==> src/rtl/max_search_pkg.sv <==
// Shared types and default widths for the max_search_ctrl frame-maximum controller.
package max_search_pkg;

    localparam int unsigned DEF_DATA_W = 8;
    localparam int unsigned DEF_IDX_W  = 8;

    typedef enum logic [1:0] {
        IDLE = 2'd0,
        SCAN = 2'd1,
        DONE = 2'd2
    } state_t;

    typedef struct packed {
        logic [DEF_DATA_W-1:0] max;
        logic [DEF_IDX_W-1:0]  idx;
        logic [DEF_IDX_W:0]    count;
        logic                  trunc;
    } result_t;

endpackage

==> src/rtl/signed_max_cmp.sv <==
// Combinational signed two's-complement compare: gt = (a > b), max = larger operand.
module signed_max_cmp
    import max_search_pkg::*;
#(
    parameter int unsigned DATA_W = DEF_DATA_W
) (
    input  logic [DATA_W-1:0] a,
    input  logic [DATA_W-1:0] b,
    output logic              gt,
    output logic [DATA_W-1:0] max
);

    always_comb begin
        // Differing signs: the non-negative operand wins; otherwise magnitudes order directly.
        if (a[DATA_W-1] != b[DATA_W-1]) begin
            gt = ~a[DATA_W-1];
        end else begin
            gt = a[DATA_W-2:0] > b[DATA_W-2:0];
        end
        max = gt ? a : b;
    end

endmodule

==> src/rtl/max_search_ctrl.sv <==
// Streams signed samples through a shared compare stage and reports frame max/index/count.
// Optional minimum tracking (out_min, out_min_idx) is built when MAX_SEARCH_MIN_TRACK_EN is defined.
module max_search_ctrl
    import max_search_pkg::*;
#(
    parameter int unsigned DATA_W = DEF_DATA_W,
    parameter int unsigned IDX_W  = DEF_IDX_W
) (
    input  logic              clk,
    input  logic              rst_n,
    input  logic              in_valid,
    output logic              in_ready,
    input  logic [DATA_W-1:0] in_data,
    input  logic              in_last,
    output logic              out_valid,
    input  logic              out_ready,
    output logic [DATA_W-1:0] out_max,
    output logic [IDX_W-1:0]  out_idx,
    output logic [IDX_W:0]    out_count,
    output logic              out_trunc,
`ifdef MAX_SEARCH_MIN_TRACK_EN
    output logic [DATA_W-1:0] out_min,
    output logic [IDX_W-1:0]  out_min_idx,
`endif
    output logic              busy
);

    localparam logic [IDX_W:0] CNT_ONE   = {{IDX_W{1'b0}}, 1'b1};
    localparam logic [IDX_W:0] CNT_LIMIT = {1'b1, {IDX_W{1'b0}}};

    state_t             state_q, state_d;
    logic [DATA_W-1:0]  max_q, max_d;
    logic [IDX_W-1:0]   idx_q, idx_d;
    logic [IDX_W:0]     cnt_q, cnt_d;
    logic               trunc_q, trunc_d;
    logic [IDX_W:0]     cnt_inc;
    logic               new_max;
    logic [DATA_W-1:0]  cmp_max;

    assign cnt_inc = cnt_q + CNT_ONE;

    signed_max_cmp #(.DATA_W(DATA_W)) u_max_cmp (
        .a   (in_data),
        .b   (max_q),
        .gt  (new_max),
        .max (cmp_max)
    );

`ifdef MAX_SEARCH_MIN_TRACK_EN
    logic [DATA_W-1:0]  min_q, min_d;
    logic [IDX_W-1:0]   min_idx_q, min_idx_d;
    logic               new_min;
    logic [DATA_W-1:0]  min_cmp_max;
    logic [DATA_W-1:0]  min_sel;

    // Swapped operands: gt means the stored minimum exceeds the sample.
    signed_max_cmp #(.DATA_W(DATA_W)) u_min_cmp (
        .a   (min_q),
        .b   (in_data),
        .gt  (new_min),
        .max (min_cmp_max)
    );

    // XOR of both operands with the larger one leaves the smaller one.
    assign min_sel     = min_q ^ in_data ^ min_cmp_max;
    assign out_min     = min_q;
    assign out_min_idx = min_idx_q;
`endif

    always_comb begin
        state_d   = state_q;
        max_d     = max_q;
        idx_d     = idx_q;
        cnt_d     = cnt_q;
        trunc_d   = trunc_q;
`ifdef MAX_SEARCH_MIN_TRACK_EN
        min_d     = min_q;
        min_idx_d = min_idx_q;
`endif
        in_ready  = 1'b0;
        out_valid = 1'b0;
        busy      = 1'b0;
        unique case (state_q)
            IDLE: begin
                in_ready = 1'b1;
                if (in_valid) begin
                    max_d     = in_data;
                    idx_d     = '0;
                    cnt_d     = CNT_ONE;
                    trunc_d   = 1'b0;
`ifdef MAX_SEARCH_MIN_TRACK_EN
                    min_d     = in_data;
                    min_idx_d = '0;
`endif
                    state_d   = in_last ? DONE : SCAN;
                end
            end
            SCAN: begin
                in_ready = 1'b1;
                busy     = 1'b1;
                if (in_valid) begin
                    cnt_d = cnt_inc;
                    if (new_max) begin
                        max_d = cmp_max;
                        idx_d = cnt_q[IDX_W-1:0];
                    end
`ifdef MAX_SEARCH_MIN_TRACK_EN
                    if (new_min) begin
                        min_d     = min_sel;
                        min_idx_d = cnt_q[IDX_W-1:0];
                    end
`endif
                    if (in_last) begin
                        state_d = DONE;
                    end else if (cnt_inc == CNT_LIMIT) begin
                        state_d = DONE;
                        trunc_d = 1'b1;
                    end
                end
            end
            DONE: begin
                out_valid = 1'b1;
                if (out_ready) begin
                    state_d = IDLE;
                end
            end
            default: state_d = IDLE;
        endcase
    end

    always_ff @(posedge clk or negedge rst_n) begin
        if (!rst_n) begin
            state_q   <= IDLE;
            max_q     <= '0;
            idx_q     <= '0;
            cnt_q     <= '0;
            trunc_q   <= 1'b0;
`ifdef MAX_SEARCH_MIN_TRACK_EN
            min_q     <= '0;
            min_idx_q <= '0;
`endif
        end else begin
            state_q   <= state_d;
            max_q     <= max_d;
            idx_q     <= idx_d;
            cnt_q     <= cnt_d;
            trunc_q   <= trunc_d;
`ifdef MAX_SEARCH_MIN_TRACK_EN
            min_q     <= min_d;
            min_idx_q <= min_idx_d;
`endif
        end
    end

    assign out_max   = max_q;
    assign out_idx   = idx_q;
    assign out_count = cnt_q;
    assign out_trunc = trunc_q;

endmodule

==> config.mk <==
export PLATFORM = sky130hd
export DESIGN_NAME = max_search_ctrl
export DESIGN_NICKNAME = d
export VERILOG_FILES = /design/src/rtl/max_search_pkg.sv /design/src/rtl/signed_max_cmp.sv /design/src/rtl/max_search_ctrl.sv
export SDC_FILE = /design/constraint.sdc
export NUM_CORES = 1
export LEC_CHECK = 0
export CORE_UTILIZATION = 32
export DETAILED_ROUTE_END_ITERATION = 12
export PLACE_DENSITY_LB_ADDON = 0.25
export SYNTH_ARGS = -nofsm -noshare
export SYNTH_HDL_FRONTEND = slang
export SYNTH_SLANG_ARGS = --single-unit
==> constraint.sdc <==
create_clock -name clk -period 2.1 [get_ports clk]
set_clock_uncertainty 0.05 [all_clocks]
set_input_delay 0.63 -clock clk [delete_from_list [all_inputs] [get_ports clk]]
set_output_delay 0.63 -clock clk [all_outputs]
set_load 0.005 [all_outputs]
---- Word level (Yosys, flattened, before mapping) ----
Index checks and enable logic that the tools add are counted.
word-level totals
  register bits after elaboration ......... 28
  output and inout port bits .............. 29
cells by class
  add/sub/neg operators ................... 1
  order comparisons ....................... 1
  eq/ne operators ......................... 11
  mux-type cells .......................... 27
  bitwise gates (word level) .............. 1
  reductions and logical operators ........ 7
operators with widths
  operator               number
  $mux W8                6
  $pmux W8 S2            2
  $mux W9                2
  $pmux W9 S2            1
  $mux W2                6
  $ne A2 B2 Y1 const B   6
  $add A9 B1 Y9 const B  1
  $eq A9 B9 Y1 const B   1
  $mux W1                8
  $reduce_and A4 Y1      2
  $gt A7 B7 Y1           1
  $pmux W2 S3            1
  $reduce_and A5 Y1      1
  $ne A3 B3 Y1 const B   1
  $reduce_and A3 Y1      1
  $eq A2 B1 Y1 const B   1
  $eq A2 B2 Y1 const B   1
  $logic_not A2 Y1       1
  $pmux W1 S2            1
  $reduce_bool A2 Y1     1
  $reduce_or A2 Y1       1
  $ne A1 B1 Y1           1
  $not A1 Y1             1

---- Logic depth before layout (Yosys ltp) ----
Gate-level depths: netlist of run 1.
  depth after elaboration ................. 6
  depth in mapped cells ................... 8

---- Hierarchy ----
From an unflattened synthesis of run 1, not the netlist that was laid out.
second synthesis, totals
  cell total of the unflattened synthesis .. 196
  area total of the unflattened synthesis .. 1794.2 µm²
modules (own cells, without submodules)
  module           instances  cells each  area an instance (µm²)  seq. area each (µm²)
  max_search_ctrl  1          161         1506.4                  700.7
  signed_max_cmp   1          35          287.8                   0.0

---- Worst setup path after synthesis of run 1 ----
OpenSTA, ideal clock, no wires.
  path type ............................... input port to flip-flop
  start ................................... input port in_data[1]
  end ..................................... register idx_q[7], in the netlist out_idx[7]
  setup time .............................. 0.141 ns
  data arrival time ....................... 1.864 ns
  required time ........................... 1.909 ns
  slack ................................... 0.044 ns
  stages on the path ...................... 6
  buffers on the path ..................... 0
  cell sequence ........................... ha_1 > nor2b_1 > o21ai_2 > a21oi_1 > o41ai_4 > o22ai_1
between the ends
  longest elaborated chain between the ends .. 4
RTL lines
  element                      line                    text
  start, declared              max_search_ctrl.sv:13   input logic [DATA_W-1:0] in_data,
  $gt A7 B7 Y1                 signed_max_cmp.sv:18    gt = a[DATA_W-2:0] > b[DATA_W-2:0];
  $mux W1                      signed_max_cmp.sv:15    if (a[DATA_W-1] != b[DATA_W-1]) begin
  $ne A2 B2 Y1 (no line)       --
  $reduce_and A4 Y1 (no line)  --
  end signal, assigned         max_search_ctrl.sv:145  idx_q <= idx_d;
  end, declared                max_search_ctrl.sv:33   logic [IDX_W-1:0] idx_q, idx_d;
No other way between the ends.
A chain may end at the register's enable or synchronous reset.

---- Worst setup path after layout of run 1 ----
  start ................................... register state_q[0]
  end ..................................... output port out_valid
between the ends
  longest elaborated chain between the ends .. 2
RTL lines
  element                 line                    text
  start, declared         max_search_ctrl.sv:31   state_t state_q, state_d;
  start signal, assigned  max_search_ctrl.sv:143  state_q <= state_d;
  $eq A2 B2 Y1            max_search_ctrl.sv:83   unique case (state_q)
  $mux W1                 max_search_ctrl.sv:83
  end, declared           max_search_ctrl.sv:15   output logic out_valid,
No other way between the ends.

==> flow_summary.ini, run 1 <==
[setup_path]
crit_required_ns = 1.42
path_class = reg2out
cp-end-kind = primary output
crit_arrival_ns = 1.36
cp-start-kind = flip-flop
cp_max_fo = 7

[global_routing]
antenna_found_initial = 0
met3_usage = 0.01395
globalRouteMet1Util = 0.2297
top_usage_layer = met2
grt_overflow = 0
first_global_vias = 1734
grt_first_pass_wirelength_um = 8266
grtUsageTotal = 0.1698
grt_start_max_net_pins = 29
grt.met2_usage = 0.2817

[routing]
finalWirelength_um = 4951
vias_per_cell = 5.191
wl_per_cell_um = 14.31
drc = 0
antenna_left = 0
drt-pass1-iter-count = 4
drtIter0Drc = 68
vias = 1796

[pwr]
clockPowerShare = 0.130
p_int_mw = 1.581
power_density_nw_per_um2 = 980.4
switching_share = 0.3954
p_seq_frac = 0.304
leakagePower_nw = 1.121
comb_power_share = 0.566
max-vdd-ir-drop_mv = 0.5141
power.total_mw = 2.615
p_sw_mw = 1.034

[timing]
finalSetupTns_ns = 0
grt_setup_unrepaired = no
max_clock_freq_ghz = 0.4905
post-route-min-period_ns = 2.039
holdWs_ns = 0.4792
worst_pin_slew_ns = 0.3747
finalCritPeriodShare = 0.9708
finalHoldViolCount = 0
worst_slack_ns = 0.06129
slew_headroom = 0.7502
setup_viol = 0
slew_violations = 0

[synthesis]
syn_inst = 215
synth_area_um2 = 1881
synth-seq-cells = 28
ys_seq_area_frac = 0.3726
synth_mux_area_frac = 0.01663
synth-simple-area-share = 0.2362
synth_compound_area_frac = 0.2442
yosys.area_share.xor_xnor = 0.009315
synth_nets = 237
synthAdderAreaFrac = 0.05988
synth_flop_cell = dfrtp_1
async_flop_share = 1.000
ys.warnings.count = 0
syn_area_per_cell_um2 = 8.747
synth-edff-count = 0
synth_top_family_by_area = compound AO/OA/AOI/OAI gates
synthDistinctLibCells = 44

[job]
maxCapViolations = 0

[layout]
postLayoutCellArea_um2 = 2668
nets = 297
stdcell_count = 346
diodes = 0
area_growth_pct = 41.85
final.fill_count = 556
utilization = 0.4786
layout-drive-gt1-share = 0.2080

[clocking]
cts_buffer_depth = 2
clk_latency_ns = 0.28
cts.sinks = 28
cts_buffers = 3
h-tree-depth = 1
clkTransAtPathRegs_ns = 0.10
postCtsHoldBufs = 0
cts_root_buffer = clkbuf_8
cts_tree = yes

[placed_design]
dpl_cell_area_um2 = 2509
dp.cells = 338
dp_slack_ns = -0.4865
dp_hpwl_um = 3472
gp_congestion = 0.7814
port_buffers = 41

[floorplanning]
rows = 27
fp.dieW_um = 78.66
core-area_um2 = 5574
die_y_um = 78.66
start_util = 0.3374
pin_count = 42
dieArea_um2 = 6187

[min_path]
hp-class = reg2reg

[run_status]
status = finished clean
[state kept, by name, indices dropped and copies added (netlist names)]
name and cells:
out_count 9, out_idx 8, out_max 8, out_trunc 1, state_q 2
[placed cells by master, fill, tap and decap left out, drive strengths merged, types with 2 or more instances in the layout]
master,n
nor2,10
mux2i,2
nand2,41
clkdlybuf4s50,32
dfrtp,28
and2,2
dlymetal6s2s,3
a22o,2
nor3,2
a211oi,2
a21oi,4
clkbuf,4
a21o,4
inv,12
nor4b,2
ha,9
a31oi,7
nor2b,2
nand4,9
o21ai,6
nand3,14
buf,27
dlygate4sd2,6
o31ai,5
o22ai,15
and3,2
nand2b,3
a211o,7
[synth_stat cells (5+ instances only)]
cell	n	area, um^2
nand2_1	41	153.9
ha_1	9	112.6
a31oi_1	7	43.79
inv_1	12	45.04
o22ai_1	14	87.58
a211o_1	7	61.31
nand3_1	12	60.06
nand4_1	9	56.30
buf_2	5	25.02
nor2_1	9	33.78
dfrtp_1	28	700.7
o31ai_1	5	37.54
[worst max-delay path, stage by stage, from the launching register on]
cell and delay (ns):
dfrtp_2 0.47, nor2_1 0.11, clkdlybuf4s50_1 0.50
[worst paths after layout]
check | from | end | slack (ns) | cells past startpoint
max | state_q[0] | out_valid | 0.06 | 2
max reg2reg | out_max[1] | out_max[6] | 0.24 | 8
max in group asynchronous | rst_n | state_q[0] | 1.03 | 2
min reg2reg | out_trunc | out_trunc | 0.48 | 1
min in group asynchronous | rst_n | out_count[7] | 0.68 | 2
min | out_trunc | out_trunc | 0.48 | 1
[kinds of logic (layout without fill, tap and decap cells)]
logic type	after synthesis	after routing
fa+ha+maj	9	9
xor+xnor	2	2
mux	3	3
simple gates	90	90
buf+inv	25	84
compound gates	58	58
flops	28	28
[layout make-up]
class / count / area, um^2 / area share
Clock buffer: 4 / 55.05 / 0.02064
Inverter: 12 / 45.04 / 0.01689
Timing Repair Buffer: 68 / 649.4 / 0.2434
Tap cell: 72 / 90.09 / 0.03377
Multi-Input combinational cell: 162 / 1124 / 0.4212
Sequential cell: 28 / 704.4 / 0.2641
[power by group through the flow]
stage	Sequential, mW	Clock [mW]	Combinational, mW
4_1_cts	0.794	0.359	1.46
6_report	0.794	0.340	1.48
3_5_place_dp	0.803	0	1.35
3_3_place_gp	0.800	0	1.34
5_1_grt	0.817	0.382	1.64
2_1_floorplan	0.799	0	0.748
[metal layers]
| layer | routed length, um | share of wire |
|---|---|---|
| met1 | 2361 | 0.48 |
| met2 | 2344 | 0.47 |
| met3 | 186 | 0.038 |
| met4 | 59 | 0.012 |
| met5 | 0 | 0 |
[what timing repair did]
item | CTS | global route
endpoints found under the setup margin | 17 | 13
pin swaps | 11 | 2
gates resized for setup | 20 | 7
setup buffers | 2 | 1
gates cloned | 1 | 0
hold endpoints to repair | 0 | 0
No activity file was read; power rests on OpenSTA's default activity.
==> run 2: changes to the inputs <==
CORE_MARGIN = 4   (was not set)
==> run 2 against run 1 <==
  * Clock power is 28% higher
  * Combinational power hardly changed
  * Design area increased by 0.23%
  * Worst setup slack worse by 0.0030 ns
  * Via count grew 1.6%
  * Sequential power shrank 0.9%
  * Core utilization shrank 0.18 points
  * Maximum frequency decreased by 0.14%
  * Die area up 16%
  * Global-route usage down 2.1 points
  * Critical path type unchanged
==> flow_summary.ini, run 2 (synthesis gave the netlist of run 1 again) <==
[pwr]
max-vdd-ir-drop_mv = 0.4108
power.total_mw = 2.698
leakagePower_nw = 1.114
power_density_nw_per_um2 = 1009

[timing]
setup_viol = 0
finalCritPeriodShare = 0.9722
grt_setup_unrepaired = no
slew_headroom = 0.7497
max_clock_freq_ghz = 0.4898
holdWs_ns = 0.4785
worst_slack_ns = 0.05833
finalHoldViolCount = 0
finalSetupTns_ns = 0
worst_pin_slew_ns = 0.3755
post-route-min-period_ns = 2.042
slew_violations = 0

[layout]
stdcell_count = 346
diodes = 0
layout-drive-gt1-share = 0.2007
nets = 297
final.fill_count = 566
utilization = 0.4768
final_cell_mix = nand2_1, clkdlybuf4s50_1, dfrtp_1
area_growth_pct = 42.18
largest_reg_flops = 9
final_common_cell = nand2_1
postLayoutCellArea_um2 = 2674

[global_routing]
grt_first_pass_wirelength_um = 8776
grt_overflow = 0
first_global_vias = 1770
antenna_found_initial = 0
grt_start_max_net_pins = 29
grtUsageTotal = 0.1487

[setup_path]
r2r_cells = 8
crit_required_ns = 1.42
cp-start-kind = flip-flop
r2r-end = out_max[4]
cp-end-kind = primary output
r2r_slack_ns = 0.18
cp_max_fo = 4
path_class = reg2out
crit_arrival_ns = 1.36
rr_startpoint = out_max[1]

[floorplanning]
core-area_um2 = 5608
die_y_um = 84.66
rows = 27
start_util = 0.3353
dieArea_um2 = 7167
pin_count = 42
fp.dieW_um = 84.66

[routing]
drc = 0
drtIter0Drc = 165
vias = 1825
wl_per_cell_um = 14.87
drt-pass1-iter-count = 4
antenna_left = 0
vias_per_cell = 5.275
finalWirelength_um = 5146

[placed_design]
dp_hpwl_um = 3565
gp_congestion = 0.7891
port_buffers = 41
dp.cells = 338
dpl_cell_area_um2 = 2509
dp_slack_ns = -0.4977

[clocking]
cts_buffers = 3
h-tree-depth = 1
cts_root_buffer = clkbuf_8
clk_latency_ns = 0.28
cts_buffer_depth = 2
postCtsHoldBufs = 0
cts.sinks = 28
clkTransAtPathRegs_ns = 0.10
cts_tree = yes

[run_status]
status = finished clean

[min_path]
hp-class = reg2reg
hold_end = out_idx[7]
min_from = out_idx[7]
min_path_cells = 2

[job]
maxCapViolations = 0
## run 2: what timing repair did
action | CTS | global route
gates resized for setup | 19 | 5
setup buffers | 3 | 0
pin swaps | 13 | 1
cloned | 1 | 0
setup endpoints to repair | 17 | 14
## run 2: cell type report
class                      count  area [um^2]  share of cell area
multi-input combinational    162         1121              0.4193
inverter                      12        45.04             0.01685
tap                           72        90.09             0.03369
sequential                    28        703.2              0.2630
timing repair buffer          68        643.1              0.2405
clock buffer                   3        41.29             0.01544
clock inverter                 1        30.03             0.01123
## run 2: routing by layer
layer  part of all wire  vias to the layer above  GRT usage
li1                   -                      904          -
met1               0.49                      885     0.2170
met2               0.47                       34     0.2320
met3              0.031                        2    0.01766
met4             0.0074                        0    0.03885
met5                  0                        -          0
## run 2: power breakdown
part / internal, mW / switching, mW / leakage (nW) / total, mW
Clock: 0.255 / 0.181 / 0.0357 / 0.436
Sequential: 0.659 / 0.129 / 0.361 / 0.787
Combinational: 0.735 / 0.739 / 0.717 / 1.47
## run 2: worst max path at each step
stage	from	end	slack, ns	cells past startpoint
final	state_q[1]	in_ready	0.06	3
after global routing	state_q[1]	out_valid	0.001	3
after CTS	in_data[2]	out_max[1]	0.005	8
after detailed placement	in_data[1]	out_idx[2]	-0.50	8
after global placement	in_data[1]	out_idx[7]	-0.43	8
after floorplan	in_data[1]	out_idx[7]	0.04	6
## run 2: worst max-delay path, stage by stage (launching register included)
cell and delay [ns]:
dfrtp_1 0.41, inv_2 0.08, buf_4 0.10, clkdlybuf4s50_1 0.49
==> run 3: changes to the inputs <==
ABC_AREA = 1   (was not set)
SYNTH_HIERARCHICAL = 1   (was not set)
clock period = 2.25 ns   (was 2.1 ns; I/O delays follow)
==> run 3 against run 2 <==
  * Hold slack got worse by 0.028 ns
  * Sequential power rose by 0.9%
  * Sequential share of layout area barely moved
  * Flip-flop and latch count did not move
  * Combinational power rose by 20%
  * Critical endpoint is now out_max[5]
==> flow_summary.ini, run 3 <==
[run_status]
status = finished clean

[global_routing]
grt_start_max_net_pins = 29
antenna_found_initial = 0
grt_first_pass_wirelength_um = 8583
first_global_vias = 1894
grt_overflow = 0
grtUsageTotal = 0.1429

[timing]
post-route-min-period_ns = 2.165
max_clock_freq_ghz = 0.4618
slew_violations = 0
grt_setup_unrepaired = yes
finalCritPeriodShare = 0.9624
setup_viol = 0
worst_pin_slew_ns = 0.3876
slew_headroom = 0.7416
finalHoldViolCount = 0
finalSetupTns_ns = 0

[floorplanning]
dieArea_um2 = 7068
fp.dieW_um = 84.07
rows = 27
start_util = 0.3322
die_y_um = 84.07
core-area_um2 = 5574
pin_count = 42

[synthesis]
syn_inst = 251
ys.warnings.count = 6
yosys.area.top_type_share = 0.3784
synth_area_um2 = 1852
synth_top_area_cell = dfrtp_1
synth-seq-cells = 28
synth-edff-count = 0
synthDistinctLibCells = 24
synth_common_cells = nand2_1, nor2_1, inv_1
syn_area_per_cell_um2 = 7.378
synthTopCellsByArea = dfrtp_1, nand2_1, nor2_1, ha_1, nand3_1
ys_seq_area_frac = 0.3784
synth_nets = 274
synth_flop_cell = dfrtp_1
synthMostInstantiatedCell = nand2_1
async_flop_share = 1.000

[pwr]
switching_share = 0.4087
p_int_mw = 1.705
power_density_nw_per_um2 = 1077
p_seq_frac = 0.275
leakagePower_nw = 1.308
max-vdd-ir-drop_mv = 0.4320
p_sw_mw = 1.178
clockPowerShare = 0.111
power.total_mw = 2.883
comb_power_share = 0.614

[placed_design]
gp_congestion = 0.8286
port_buffers = 41
dp_hpwl_um = 3511

[clocking]
clkTransAtPathRegs_ns = 0.10
cts_buffer_depth = 2
clk_latency_ns = 0.28
postCtsHoldBufs = 0
cts.sinks = 28
cts_root_buffer = clkbuf_8
cts_tree = yes
cts_buffers = 3
h-tree-depth = 1

[routing]
finalWirelength_um = 4729
vias_per_cell = 4.656
wl_per_cell_um = 12.16
drc = 0
antenna_left = 0
drtIter0Drc = 134
vias = 1811
drt-pass1-iter-count = 4

[layout]
layout-drive-gt1-share = 0.1924
diodes = 0
utilization = 0.4801
area_growth_pct = 44.53
largest_reg_flops = 9
final_cell_mix = nand2_1, clkdlybuf4s50_1, nor2_1
nets = 341
final_common_cell = nand2_1

[setup_path]
path_depth = 12
crit_family = simple AND/OR/NAND/NOR gates
crit_required_ns = 2.38
cp_max_fo = 7
worstPathCellList = dlygate4sd2_1 -> ha_4 -> nand2_2 -> nor2_4 -> a21oi_2 -> nand2_4 -> nand2_4 -> nor2_4 -> nor2_4 -> buf_6 -> buf_16 -> o21a_1
cp_num_buf_inv = 3
r2r_cells = 13
cp_common_cell = nor2_4
cp-start-kind = primary input
cp_slowest_cell = ha_4
crit_arrival_ns = 2.29
slowest_delay_ns = 0.28
path_class = in2reg
cp-end-kind = flip-flop

[job]
maxCapViolations = 0

[min_path]
hp-class = reg2reg
min_path_cells = 2
run 3: cell count changes after synthesis, moves of 12 or more:
cell	previous run	this run
nor2_1	9	34
nand2_1	41	60
nand3_1	12	25
o22ai_1	14	2
inv_1	12	31
o21ai_0	4	19
run 3: worst min-delay path, cell delays in order, from the launching register on:
cell,delay (ns)
dfrtp_1,0.35
o21ai_1,0.06
nand2_1,0.06
run 3: cells by family (layout without fill, tap and decap cells):
logic type / after synthesis / count (layout) / share of synthesized area
buffers and inverters: 39 / 105 / 0.08986
AND/OR/NAND/NOR: 132 / 132 / 0.3203
AO/OA/AOI/OAI: 41 / 41 / 0.1392
XOR/XNOR: 1 / 1 / 0.004731
adder cells (fa/ha/maj): 10 / 10 / 0.06757
flip-flops: 28 / 28 / 0.3784
run 3: worst paths after layout:
kind	slack, ns	endpoint	from
min	0.45	out_idx[1]	out_idx[1]
max in group asynchronous	1.11	state_q[1]	rst_n
max	0.08	out_max[5]	in_data[6]
min in group asynchronous	0.73	out_count[1]	rst_n
min reg2reg	0.45	out_idx[1]	out_idx[1]
max reg2reg	0.22	out_max[5]	out_max[6]
run 3: layer usage:
metal	GRT usage	part of all wire	vias up	routed length, um
met1	0.1863	0.45	828	2141
met4	0.02193	0.0038	0	18
li1	-	-	937	-
met5	0	0	-	0
met2	0.2482	0.49	44	2334
met3	0.02764	0.049	2	234
run 3: metrics by stage:
step / instance area (um^2) / setup WS, ns / hold WS [ns] / std cells
3_5_place_dp: 2524 / -0.4008 / 0.4420 / 382
4_1_cts: 2640 / 0.006309 / 0.4570 / 389
3_3_place_gp: 2524 / -0.3622 / 0.4437 / 382
5_1_grt: 2676 / -0.008917 / 0.4899 / 389
6_report: 2676 / 0.08450 / 0.4500 / 389
2_1_floorplan: 1859 / 0.01498 / 0.3294 / 251
run 3: cell type report:
class                      instances  area, um^2
timing repair buffer              67       648.1
multi-input combinational        184        1047
tap                               72       90.09
clock buffer                       4       55.05
sequential                        28       703.2
inverter                          34       132.6
fill                             571        2898
run 3: repair_timing:
action,CTS,global route
pin swaps,12,10
resized for setup,19,12
endpoints found under the setup margin,16,11
gates cloned,1,0
setup buffers,2,0
run 3: power groups by stage:
stage	sequential (mW)	combinational (mW)	clock [mW]
global route	0.821	1.97	0.350
CTS	0.788	1.75	0.334
detailed placement	0.797	1.61	0
finish	0.794	1.77	0.319
floorplan	0.772	0.930	0
global placement	0.798	1.59	0
